`src/rtl/alu_pipe.sv`:
```
// alu_pipe: handshaked WIDTH-bit ALU with a {C,Z,N,V} flag register
// and an iterative shift-add multiplier, one operation in flight.
module alu_pipe #(
    parameter int WIDTH  = 8,
    parameter bit MUL_EN = 1'b1
) (
    input  logic             clk,
    input  logic             rst_n,
    input  logic             in_valid,
    output logic             in_ready,
    input  logic [3:0]       op,
    input  logic [WIDTH-1:0] a,
    input  logic [WIDTH-1:0] b,
    output logic             out_valid,
    input  logic             out_ready,
    output logic [WIDTH-1:0] result,
    output logic [3:0]       flags,
    output logic             busy
);
    localparam int SW = $clog2(WIDTH);

    localparam logic [3:0] OP_ADD  = 4'h0;
    localparam logic [3:0] OP_SUB  = 4'h1;
    localparam logic [3:0] OP_SLL  = 4'h2;
    localparam logic [3:0] OP_SRL  = 4'h3;
    localparam logic [3:0] OP_AND  = 4'h4;
    localparam logic [3:0] OP_OR   = 4'h5;
    localparam logic [3:0] OP_NOR  = 4'h6;
    localparam logic [3:0] OP_XOR  = 4'h7;
    localparam logic [3:0] OP_ADC  = 4'h8;
    localparam logic [3:0] OP_SBC  = 4'h9;
    localparam logic [3:0] OP_SRA  = 4'hA;
    localparam logic [3:0] OP_ROL  = 4'hB;
    localparam logic [3:0] OP_ROR  = 4'hC;
    localparam logic [3:0] OP_MUL  = 4'hD;
    localparam logic [3:0] OP_MULH = 4'hE;
    localparam logic [3:0] OP_CMP  = 4'hF;

    typedef enum logic {S_IDLE, S_MUL} state_e;

    state_e             state_q, state_d;
    logic [SW-1:0]      cnt_q, cnt_d;
    logic [2*WIDTH-1:0] mcand_q, mcand_d;
    logic [2*WIDTH-1:0] acc_q, acc_d;
    logic [WIDTH-1:0]   mplier_q, mplier_d;
    logic               hi_q, hi_d;
    logic [WIDTH-1:0]   res_q, res_d;
    logic [3:0]         flags_q, flags_d;
    logic               ovalid_q, ovalid_d;

    logic               accept, is_mul, cin;
    logic               alu_c, alu_v, add_v, sub_v, mul_c;
    logic [SW-1:0]      sh;
    logic [WIDTH:0]     sum, diff, sl, sr, sa;
    logic [WIDTH-1:0]   rl, rr, alu_res, zn, mul_res;
    logic [2*WIDTH-1:0] prod;

    assign in_ready = rst_n && (state_q == S_IDLE)
                      && (!ovalid_q || out_ready);
    assign accept   = in_valid && in_ready;
    assign is_mul   = (op == OP_MUL) || (op == OP_MULH);
    assign cin      = ((op == OP_ADC) || (op == OP_SBC)) && flags_q[3];
    assign sh       = b[SW-1:0];

    assign sum   = {1'b0, a} + {1'b0, b} + {{WIDTH{1'b0}}, cin};
    assign diff  = {1'b0, a} - {1'b0, b} - {{WIDTH{1'b0}}, cin};
    assign add_v = (a[WIDTH-1] == b[WIDTH-1])
                   && (sum[WIDTH-1] != a[WIDTH-1]);
    assign sub_v = (a[WIDTH-1] != b[WIDTH-1])
                   && (diff[WIDTH-1] != a[WIDTH-1]);

    // One guard bit beside the operand catches the last bit shifted out.
    assign sl = {1'b0, a} << sh;
    assign sr = {a, 1'b0} >> sh;
    assign sa = $signed({a, 1'b0}) >>> sh;
    assign rl = (a << sh) | (a >> (WIDTH - int'(sh)));
    assign rr = (a >> sh) | (a << (WIDTH - int'(sh)));

    always_comb begin
        alu_res = '0;
        alu_c   = 1'b0;
        alu_v   = 1'b0;
        unique case (op)
            OP_ADD, OP_ADC: begin
                alu_res = sum[WIDTH-1:0];
                alu_c   = sum[WIDTH];
                alu_v   = add_v;
            end
            OP_SUB, OP_SBC: begin
                alu_res = diff[WIDTH-1:0];
                alu_c   = diff[WIDTH];
                alu_v   = sub_v;
            end
            OP_CMP: begin
                alu_res = a;
                alu_c   = diff[WIDTH];
                alu_v   = sub_v;
            end
            OP_SLL: begin
                alu_res = sl[WIDTH-1:0];
                alu_c   = sl[WIDTH];
            end
            OP_SRL: begin
                alu_res = sr[WIDTH:1];
                alu_c   = sr[0];
            end
            OP_SRA: begin
                alu_res = sa[WIDTH:1];
                alu_c   = sa[0];
            end
            OP_ROL: begin
                alu_res = rl;
                alu_c   = (sh != '0) && rl[0];
            end
            OP_ROR: begin
                alu_res = rr;
                alu_c   = (sh != '0) && rr[WIDTH-1];
            end
            OP_AND:  alu_res = a & b;
            OP_OR:   alu_res = a | b;
            OP_NOR:  alu_res = ~(a | b);
            OP_XOR:  alu_res = a ^ b;
            default: ;
        endcase
    end

    assign zn = (op == OP_CMP) ? diff[WIDTH-1:0] : alu_res;

    assign prod    = acc_q + (mplier_q[0] ? mcand_q : '0);
    assign mul_res = hi_q ? prod[2*WIDTH-1:WIDTH] : prod[WIDTH-1:0];
    assign mul_c   = !hi_q && (prod[2*WIDTH-1:WIDTH] != '0);

    always_comb begin
        state_d  = state_q;
        cnt_d    = cnt_q;
        mcand_d  = mcand_q;
        mplier_d = mplier_q;
        acc_d    = acc_q;
        hi_d     = hi_q;
        res_d    = res_q;
        flags_d  = flags_q;
        ovalid_d = ovalid_q && !out_ready;
        unique case (state_q)
            S_IDLE: begin
                if (accept && MUL_EN && is_mul) begin
                    state_d  = S_MUL;
                    cnt_d    = '0;
                    mcand_d  = {{WIDTH{1'b0}}, a};
                    mplier_d = b;
                    acc_d    = '0;
                    hi_d     = (op == OP_MULH);
                end else if (accept) begin
                    res_d    = alu_res;
                    flags_d  = {alu_c, zn == '0, zn[WIDTH-1], alu_v};
                    ovalid_d = 1'b1;
                end
            end
            S_MUL: begin
                cnt_d    = cnt_q + SW'(1);
                mcand_d  = mcand_q << 1;
                mplier_d = mplier_q >> 1;
                acc_d    = prod;
                // Last partial product folds straight into the result.
                if (cnt_q == SW'(WIDTH - 1)) begin
                    state_d  = S_IDLE;
                    acc_d    = '0;
                    res_d    = mul_res;
                    flags_d  = {mul_c, mul_res == '0,
                                mul_res[WIDTH-1], mul_c};
                    ovalid_d = 1'b1;
                end
            end
            default: state_d = S_IDLE;
        endcase
    end

    always_ff @(posedge clk or negedge rst_n) begin
        if (!rst_n) begin
            state_q  <= S_IDLE;
            cnt_q    <= '0;
            mcand_q  <= '0;
            mplier_q <= '0;
            acc_q    <= '0;
            hi_q     <= 1'b0;
            res_q    <= '0;
            flags_q  <= '0;
            ovalid_q <= 1'b0;
        end else begin
            state_q  <= state_d;
            cnt_q    <= cnt_d;
            mcand_q  <= mcand_d;
            mplier_q <= mplier_d;
            acc_q    <= acc_d;
            hi_q     <= hi_d;
            res_q    <= res_d;
            flags_q  <= flags_d;
            ovalid_q <= ovalid_d;
        end
    end

    assign out_valid = ovalid_q;
    assign result    = res_q;
    assign flags     = flags_q;
    assign busy      = (state_q == S_MUL);

endmodule
```
`config.mk`:
```
export PLATFORM = sky130hd
export DESIGN_NAME = alu_pipe
export DESIGN_NICKNAME = d
export VERILOG_FILES = /design/src/rtl/alu_pipe.sv
export SDC_FILE = /design/constraint.sdc
export NUM_CORES = 1
export LEC_CHECK = 0
export CAP_MARGIN = 20
export CORE_UTILIZATION = 25
export CTS_CLUSTER_DIAMETER = 80
export DETAILED_ROUTE_END_ITERATION = 6
export PLACE_DENSITY_LB_ADDON = 0.2
export SLEW_MARGIN = 20
export SYNTH_ARGS = -nofsm -noshare
export SYNTH_HDL_FRONTEND = slang
export SYNTH_SLANG_ARGS = --single-unit
```
`constraint.sdc`:
```
create_clock -name clk -period 5.2 [get_ports clk]
set_clock_uncertainty 0.05 [all_clocks]
set_input_delay 0.78 -clock clk [delete_from_list [all_inputs] [get_ports clk]]
set_output_delay 0.78 -clock clk [all_outputs]
set_load 0.005 [all_outputs]
```
==> flow_summary.ini, run 1 <==
[status]
status = finished, final reports clean

[die]
dieArea_um2 = 26300
fp.dieH_um = 162
floorplan.core_area_um2 = 25200
io_pins = 39
core.rowCount = 58
effective_utilization_at_floorplan_pct = 25.4
die-width_um = 162

[worst_setup_path]
cp_data_required_time_ns = 5.39
setup.worst_path.end_class = flip-flop
crit_start_category = primary input
worstSetupPathType = primary input to flip-flop
buf_inv_on_cp = 1
timing.critical_path.mode_cell = sky130_fd_sc_hd__fa_1
cpMaxStageDelayCell = sky130_fd_sc_hd__nor4_1
cell_class_contributing_the_biggest_share_of_worst_path_delay = simple AND/OR/NAND/NOR gates
cp_cell_sequence = clkdlybuf4s50_1, nor2_1, nand3_1, fa_1, fa_1, xnor2_1, a22oi_1, o2111ai_1, nor4_1, nor4b_2, a21oi_1, or4_1, o211ai_1
crit_path_max_incr_delay_ns = 0.73
critical_path_peak_fanout = 3
crit_arrival_ns = 4.71

[detailed_routing]
met2RoutedLength_um = 10200
drt_first_pass_iters = 5
wl_met1_um = 10800
via_per_inst = 5.39
initialDrtViolationCount = 450
remaining_drc_errors = 0
drt-wirelength-per-cell_um = 19.5
dr_total_vias = 6250
totalWireLength_um = 22600
top_layer_used = met4
dr_wl_met3_um = 1110
route.antenna.remaining_nets = 0

[yosys]
ys_types = 82
post_synthesis_cell_count = 797
number_of_enable_flip_flop_cells_after_synthesis = 0
fraction_of_synthesis_flops_using_an_asynchronous_set_or_reset_pin_pct = 100
avgSynthCellArea_um2 = 8.03
yosysSeqAreaShare_pct = 22.7
yosys_register_bits = 58
synthFlopType = sky130_fd_sc_hd__dfrtp_1
yosys_warnings = 0
synth.cell_area_um2 = 6400
synthesized_netlist_net_count = 876

[global_routing]
grt_antenna_before_repair = 0
grt_max_degree = 60
grtUsageTotal_pct = 17.6
via_count_of_the_first_global_routing_pass = 6080
grt_pass1_wl_um = 35600
grt-ovfl-total = 0

[timing]
final_hold_viols = 0
setup-violations-final = 0
timing_max_transition_violations_final = 0
worst_slew_pin_slew_ns = 0.979
period_needed_ns = 4.52
final_worst_setup_slack_ns = 0.682
min_period_over_period_pct = 86.9
rsz0062_at_grt = false
maxClockFrequency_mhz = 221
worst_max_slew_margin_expressed_relative_to_the_limit_pct = 34.2
final.setup.tns_ns = 0

[finish]
fill_cells = 2701
flow.area_growth_from_synthesis_pct = 17.1
nNetsFinal = 904
layout.core_utilization_pct = 29.8
sequential_cell_area_um2 = 1450
layout-drive-gt1-share_pct = 10.1
multi_input_area_um2 = 4590
antenna_cells_inserted = 0

[power]
power-per-cell-area_nw_per_um2 = 340
ir_drop_worst_case_vdd_mv = 0.191
total_power_mw = 2.55
static-leakage-power_nw = 3.26

[placed_design]
dp_hpwl_um = 16900
place_ws_ns = 0.339
port_buffers = 38
gp_congestion = 0.947

[clock_tree]
hold_buffers = 0
root_buffer = sky130_fd_sc_hd__clkbuf_16
clock_latency_ns = 0.34
clk_transition_reported_paths_ns = 0.05
clk_path_buf_depth = 2
post_cts_resize_count = 0
cts.sinks = 58
cts_setup_buffers = 0
cts_tree = done
cts_made_buffers = 9
htreeDepth = 3

[run]
cap_violations = 0

[min_path]
hold_path_class = flip-flop to flip-flop
## cells by family (layout without fill, tap and decap cells)
group,Yosys count,in the layout,share of synthesized area (%)
and+or+nand+nor,289,289,22.4
DFF,58,58,22.7
xor gates and xnor gates,27,27,3.69
AOI/OAI and AO/OA,228,228,25.0
muxes,49,49,9.20
buffers and inverters,91,124,5.67
adders and majority gates,55,55,11.3
## cell type report
type                       count  area share (%)
sequential                    58            19.4
timing repair buffer          72            8.34
clock inverter                 4           0.350
clock buffer                  12            3.42
multi-input combinational    648            61.2
inverter                      36            1.80
tap                          330            5.50
## Yosys cell counts, drive strengths merged, types with 4 or more instances
cell | count | area share (%)
o311ai | 5 | 0.68
nand2 | 111 | 6.5
o22ai | 7 | 0.68
clkbuf | 38 | 2.2
nand2b | 12 | 1.2
nor2b | 7 | 0.68
nor3 | 17 | 1.3
o31ai | 11 | 1.3
mux2i | 33 | 5.2
inv | 35 | 2.1
nand4 | 8 | 0.78
a21oi | 39 | 3.2
nor4 | 6 | 0.59
fa | 5 | 1.6
nand3b | 4 | 0.47
a22o | 14 | 1.9
o32ai | 6 | 0.82
and3 | 5 | 0.49
a211oi | 15 | 1.8
a31oi | 4 | 0.39
nor2 | 56 | 3.5
a22oi | 18 | 2.1
o21ai | 50 | 4.0
xnor2 | 17 | 2.3
buf | 17 | 1.3
dfrtp | 58 | 23
and2 | 17 | 1.7
mux4 | 7 | 2.5
o211ai | 10 | 1.2
nand4b | 4 | 0.55
xor2 | 10 | 1.4
nand3 | 17 | 1.3
a21o | 10 | 1.2
or3 | 4 | 0.39
ha | 50 | 9.8
mux2 | 9 | 1.6
o2111ai | 7 | 1.1
## through the flow
step	hold WS, ns	instance area [µm²]	std cells
floorplan	0.397	6400	797
detailed placement	0.414	7220	1144
global placement	0.412	7220	1144
CTS	0.431	7500	1160
finish	0.427	7500	1160
global route	0.439	7500	1160
## state kept, by name (all words and copies together) (netlist names)
signal	flops
result	8
flags	4
hi_q	1
out_valid	1
mcand_q	16
busy	1
acc_q	16
mplier_q	8
cnt_q	3
## worst reg2reg max path, delay by kind of cell, from the launching register on
family	cells	cell delay, ns
xor gates and xnor gates	1	0.12
adders and majority gates	2	0.65
and+or+nand+nor	4	1.57
AOI/OAI and AO/OA	4	1.21
DFF	1	0.58
## power by group
group | leakage, nW | switching, mW | internal, mW
clock network | 0.139 | 0.214 | 0.347
registers | 0.768 | 0.118 | 0.615
logic | 2.35 | 0.745 | 0.510
## worst paths after layout
kind                       cells past startpoint   startpoint  slack [ns]          end
setup / recovery                              13        op[1]        0.68     flags[2]
hold / removal                                 2  mplier_q[1]        0.43  mplier_q[1]
setup reg to reg                              11  mplier_q[0]        0.91     flags[3]
hold reg to reg                                2  mplier_q[1]        0.43  mplier_q[1]
max in group asynchronous                      2        rst_n        3.94         busy
min in group asynchronous                      2        rst_n        0.62    out_valid
## cells in the final DEF, fill, tap and decap left out, types with 10 or more instances in the layout
master / n
sky130_fd_sc_hd__clkdlybuf4s50_1: 36
sky130_fd_sc_hd__buf_4: 34
sky130_fd_sc_hd__and2_1: 16
sky130_fd_sc_hd__nor2_1: 54
sky130_fd_sc_hd__a21o_1: 10
sky130_fd_sc_hd__a211oi_1: 15
sky130_fd_sc_hd__dfrtp_1: 57
sky130_fd_sc_hd__nand3_1: 17
sky130_fd_sc_hd__a21oi_1: 37
sky130_fd_sc_hd__xnor2_1: 17
sky130_fd_sc_hd__inv_1: 34
sky130_fd_sc_hd__o31ai_1: 11
sky130_fd_sc_hd__o211ai_1: 10
sky130_fd_sc_hd__a22oi_1: 18
sky130_fd_sc_hd__a22o_1: 13
sky130_fd_sc_hd__mux2i_1: 33
sky130_fd_sc_hd__xor2_1: 10
sky130_fd_sc_hd__ha_1: 50
sky130_fd_sc_hd__o21ai_0: 48
sky130_fd_sc_hd__nand2b_1: 12
sky130_fd_sc_hd__nand2_1: 111
sky130_fd_sc_hd__nor3_1: 17
## routing by layer
layer	vias up	GRT usage (%)
li1	2991	-
met1	3012	24.8
met2	205	27.1
met3	42	2.53
met4	0	6.30
met5	-	0
Power figures use the tool's default switching activity.
==> inputs of run 2 (changes only) <==
- RECOVER_POWER: not set -> 25
- TNS_END_PERCENT: not set -> 30
==> run 2 against run 1 <==
- setup slack gained 0.0048 ns
- core utilization is essentially flat
- cell area is essentially flat
- global-route usage is the same
- clock-buffer cell count unchanged
- combinational power is essentially flat
- non-clock buffer count unchanged
- clock power barely moved
- final cell count unchanged
- flip-flop and latch count did not move
- via count shrank 0.13%
- highest routed layer unchanged
==> flow_summary.ini, run 2 (same netlist as run 1, synthesis figures left out) <==
[worst_setup_path]
critical_path_peak_fanout = 3
cp_data_required_time_ns = 5.39
r2r_setup_slack_ns = 0.91
worst_r2r_startpoint = mplier_q[0]
worst-r2r-cell-count = 11
crit_arrival_ns = 4.71
crit_start_category = primary input
setup.worst_path.end_class = flip-flop
crit-reg2reg-capture = flags[3]
worstSetupPathType = primary input to flip-flop

[placed_design]
port_buffers = 38
dp.cells = 1144
place_ws_ns = 0.339
dp_hpwl_um = 16900
gp_congestion = 0.947

[global_routing]
via_count_of_the_first_global_routing_pass = 6080
grtUsageTotal_pct = 17.6
grt_pass1_wl_um = 35600
grt-ovfl-total = 0
grt_antenna_before_repair = 0
grt_max_degree = 60

[detailed_routing]
initialDrtViolationCount = 448
remaining_drc_errors = 0
dr_total_vias = 6242
route.antenna.remaining_nets = 0
via_per_inst = 5.38
drt-wirelength-per-cell_um = 19.5
totalWireLength_um = 22600
drt_first_pass_iters = 5

[die]
die-width_um = 162
io_pins = 39
fp.dieH_um = 162
core.rowCount = 58
floorplan.core_area_um2 = 25200
effective_utilization_at_floorplan_pct = 25.4
dieArea_um2 = 26300

[timing]
min_period_over_period_pct = 86.8
setup-violations-final = 0
worst_max_slew_margin_expressed_relative_to_the_limit_pct = 38.0
worst_slew_pin_slew_ns = 0.923
timing_max_transition_violations_final = 0
finalHoldWorstSlack_ns = 0.427
final.setup.tns_ns = 0
period_needed_ns = 4.51
final_worst_setup_slack_ns = 0.686
maxClockFrequency_mhz = 222
final_hold_viols = 0
rsz0062_at_grt = false

[min_path]
holdPathEnd = mplier_q[1]
min-delay-start = mplier_q[1]
hold_path_class = flip-flop to flip-flop
min_delay_path_depth = 2

[status]
status = finished, final reports clean

[clock_tree]
clk_path_buf_depth = 2
clock_latency_ns = 0.34
clk_transition_reported_paths_ns = 0.05
root_buffer = sky130_fd_sc_hd__clkbuf_16
cts_made_buffers = 9
cts.sinks = 58
cts_setup_buffers = 0
hold_buffers = 0
post_cts_resize_count = 0
cts_tree = done
htreeDepth = 3

[power]
static-leakage-power_nw = 3.26
total_power_mw = 2.55
power-per-cell-area_nw_per_um2 = 340
ir_drop_worst_case_vdd_mv = 0.191

[finish]
nNetsFinal = 904
largest_registers = acc_q: 16 flops, mcand_q: 16 flops
mostFrequentLayoutCells = sky130_fd_sc_hd__nand2_1, sky130_fd_sc_hd__dfrtp_1, sky130_fd_sc_hd__nor2_1
fill_cells = 2702
antenna_cells_inserted = 0
finish.cell_count_without_fillers = 1160
final_common_cell = sky130_fd_sc_hd__nand2_1
layout-drive-gt1-share_pct = 10.0
flow.area_growth_from_synthesis_pct = 17.1

[run]
cap_violations = 0
run 2: cell types whose count changed in the layout (fill, tap and decap cells not counted), sizes merged:
cell and delta:
buf -1, clkbuf +1
run 2: through the flow:
stage                     instance area, µm²  util, %
after floorplan                         6400        -
after global placement                  7220     28.7
after detailed placement                7220     28.7
after CTS                               7500     29.8
after global routing                    7500     29.8
final                                   7500     29.8
run 2: worst max-delay path, stage by stage:
cell	delay, ns
sky130_fd_sc_hd__clkdlybuf4s50_1	0.41
sky130_fd_sc_hd__nor2_1	0.17
sky130_fd_sc_hd__nand3_1	0.13
sky130_fd_sc_hd__fa_1	0.45
sky130_fd_sc_hd__fa_1	0.45
sky130_fd_sc_hd__xnor2_1	0.18
sky130_fd_sc_hd__a22oi_1	0.21
sky130_fd_sc_hd__o2111ai_1	0.19
sky130_fd_sc_hd__nor4_1	0.73
sky130_fd_sc_hd__nor4b_2	0.31
sky130_fd_sc_hd__a21oi_1	0.09
sky130_fd_sc_hd__or4_1	0.49
sky130_fd_sc_hd__o211ai_1	0.11
run 2: layer usage:
layer	vias up	wire [µm]	global-route usage [%]
met5	-	0	0
met4	0	538	6.30
met3	40	1110	2.53
met2	204	10200	27.1
met1	3007	10800	24.8
li1	2991	-	-
run 2: worst max path at each step:
| stage | start | endpoint | slack [ns] | depth (start not counted) |
|---|---|---|---|---|
| finish | op[1] | flags[2] | 0.69 | 13 |
| global route | op[1] | flags[2] | 0.38 | 13 |
| detailed placement | op[1] | flags[2] | 0.34 | 16 |
| global placement | op[1] | flags[2] | 0.41 | 13 |
| CTS | op[1] | flags[2] | 0.68 | 16 |
| floorplan | op[3] | flags[2] | 0.86 | 16 |
run 2: area by class of cell:
type	count	area, µm²	share of cell area [%]
tap	330	413	5.51
sequential	58	1450	19.4
clock buffer	12	256	3.42
multi-input combinational	648	4590	61.2
inverter	36	135	1.80
clock inverter	4	26.3	0.350
timing repair buffer	72	624	8.32
run 2: where the power goes:
group          switching, mW  internal, mW
Clock                  0.214         0.347
Sequential             0.118         0.615
Combinational          0.745         0.510
==> inputs of run 3 (changes only) <==
- CTS_CLUSTER_SIZE: not set -> 10
- clock period: 5.2 -> 5.34 ns (I/O delays scaled with it)
==> run 3 against run 2 <==
- clock-buffer cell count is the same
- largest power group unchanged
- combinational power barely moved
- sequential power down 2.9%
- worst hold slack about the same
- first-iteration DRC count rose by 42%
- die area unchanged
- total power is 0.46% lower
- final cell count barely moved
- register-to-register slack better by 0.21 ns
- routed wire length up 0.94%
- critical endpoint unchanged
- core utilization up 0.12 points
==> flow_summary.ini, run 3 (same netlist as run 1, synthesis figures left out) <==
[clock_tree]
hold_buffers = 0
post_cts_resize_count = 0
clk_path_buf_depth = 2
htreeDepth = 3
clock_latency_ns = 0.34
cts.sinks = 58
cts_setup_buffers = 0
root_buffer = sky130_fd_sc_hd__clkbuf_16
cts_made_buffers = 9
cts_tree = done
clk_transition_reported_paths_ns = 0.05

[finish]
layout-drive-gt1-share_pct = 10.1
largest_registers = acc_q: 16 flops, mcand_q: 16 flops
final_common_cell = sky130_fd_sc_hd__nand2_1
antenna_cells_inserted = 0
nNetsFinal = 905
mostFrequentLayoutCells = sky130_fd_sc_hd__nand2_1, sky130_fd_sc_hd__dfrtp_1, sky130_fd_sc_hd__nor2_1
finish.cell_count_without_fillers = 1161
flow.area_growth_from_synthesis_pct = 17.6

[global_routing]
via_count_of_the_first_global_routing_pass = 6046
grt_pass1_wl_um = 35900
grt_antenna_before_repair = 0
grt-ovfl-total = 0
grt_max_degree = 60
grtUsageTotal_pct = 17.8

[timing]
timing_max_transition_violations_final = 0
rsz0062_at_grt = false
final_worst_setup_slack_ns = 0.658
setup-violations-final = 0
min_period_over_period_pct = 87.7
final.setup.tns_ns = 0
maxClockFrequency_mhz = 214
worst_slew_pin_slew_ns = 0.954
period_needed_ns = 4.68
worst_max_slew_margin_expressed_relative_to_the_limit_pct = 35.8
final_hold_viols = 0

[min_path]
min_delay_path_depth = 2
holdPathEnd = result[3]
hold_path_class = flip-flop to flip-flop
min-delay-start = result[3]

[detailed_routing]
drt-wirelength-per-cell_um = 19.7
drt_first_pass_iters = 6
dr_total_vias = 6224
initialDrtViolationCount = 635
via_per_inst = 5.36
route.antenna.remaining_nets = 0
remaining_drc_errors = 0
totalWireLength_um = 22800

[die]
die-width_um = 162
dieArea_um2 = 26300
effective_utilization_at_floorplan_pct = 25.4
floorplan.core_area_um2 = 25200
core.rowCount = 58
fp.dieH_um = 162
io_pins = 39

[status]
status = finished, final reports clean

[worst_setup_path]
crit-reg2reg-capture = flags[3]
worstSetupPathType = primary input to flip-flop
cp_data_required_time_ns = 5.54
r2r_setup_slack_ns = 1.12
worst-r2r-cell-count = 11
setup.worst_path.end_class = flip-flop
crit_arrival_ns = 4.88
crit_start_category = primary input
critical_path_peak_fanout = 3
worst_r2r_startpoint = mplier_q[0]

[power]
power-per-cell-area_nw_per_um2 = 337
total_power_mw = 2.54
static-leakage-power_nw = 3.27
ir_drop_worst_case_vdd_mv = 0.224

[placed_design]
dp_hpwl_um = 17100
dp.cells = 1145
port_buffers = 38
gp_congestion = 0.941
place_ws_ns = 0.400

[run]
cap_violations = 0
-- run 3: final cells by class --
cell class                 count  area [µm²]
clock buffer                  12         256
clock inverter                 4        50.0
fill                        2733       17700
inverter                      36         135
multi-input combinational    648        4590
sequential                    58        1450
tap                          330         413
timing repair buffer          73         632
-- run 3: power breakdown --
part / internal (mW) / switching [mW]
sequential: 0.599 / 0.112
combinational: 0.497 / 0.733
clock: 0.386 / 0.211
total: 1.48 / 1.06
-- run 3: how the worst max path moves through the flow --
stage | startpoint | end | cells after the start
3_5_place_dp | op[1] | flags[2] | 13
4_1_cts | op[1] | flags[2] | 13
5_1_grt | op[1] | flags[2] | 14
6_report | op[1] | flags[2] | 13
3_3_place_gp | op[1] | flags[2] | 13
2_1_floorplan | op[3] | flags[2] | 16
-- run 3: worst max-delay path, stage by stage --
cell and delay, ns:
sky130_fd_sc_hd__clkdlybuf4s50_1 0.41, sky130_fd_sc_hd__nor2_1 0.16, sky130_fd_sc_hd__nand3_1 0.14, sky130_fd_sc_hd__fa_1 0.46
sky130_fd_sc_hd__fa_1 0.44, sky130_fd_sc_hd__xnor2_1 0.18, sky130_fd_sc_hd__a22oi_1 0.23, sky130_fd_sc_hd__o2111ai_1 0.19
sky130_fd_sc_hd__nor4_1 0.82, sky130_fd_sc_hd__nor4b_2 0.33, sky130_fd_sc_hd__a21oi_1 0.09, sky130_fd_sc_hd__or4_1 0.50
sky130_fd_sc_hd__o211ai_1 0.12
-- run 3: layer usage --
layer  global-route usage [%]  share of wire [%]  vias to the layer above
li1                         -                  -                     2992
met1                     24.5                 46                     2963
met2                     27.5                 45                      231
met3                     3.37                6.1                       38
met4                     6.60                2.8                        0
met5                        0                  0                        -
-- run 3: stage by stage --
stage	hold WS, ns	cell area, µm²	utilization (%)
floorplan	0.397	6400	-
global placement	0.411	7230	28.7
detailed placement	0.414	7230	28.7
CTS	0.430	7530	29.9
global route	0.450	7530	29.9
finish	0.427	7530	29.9
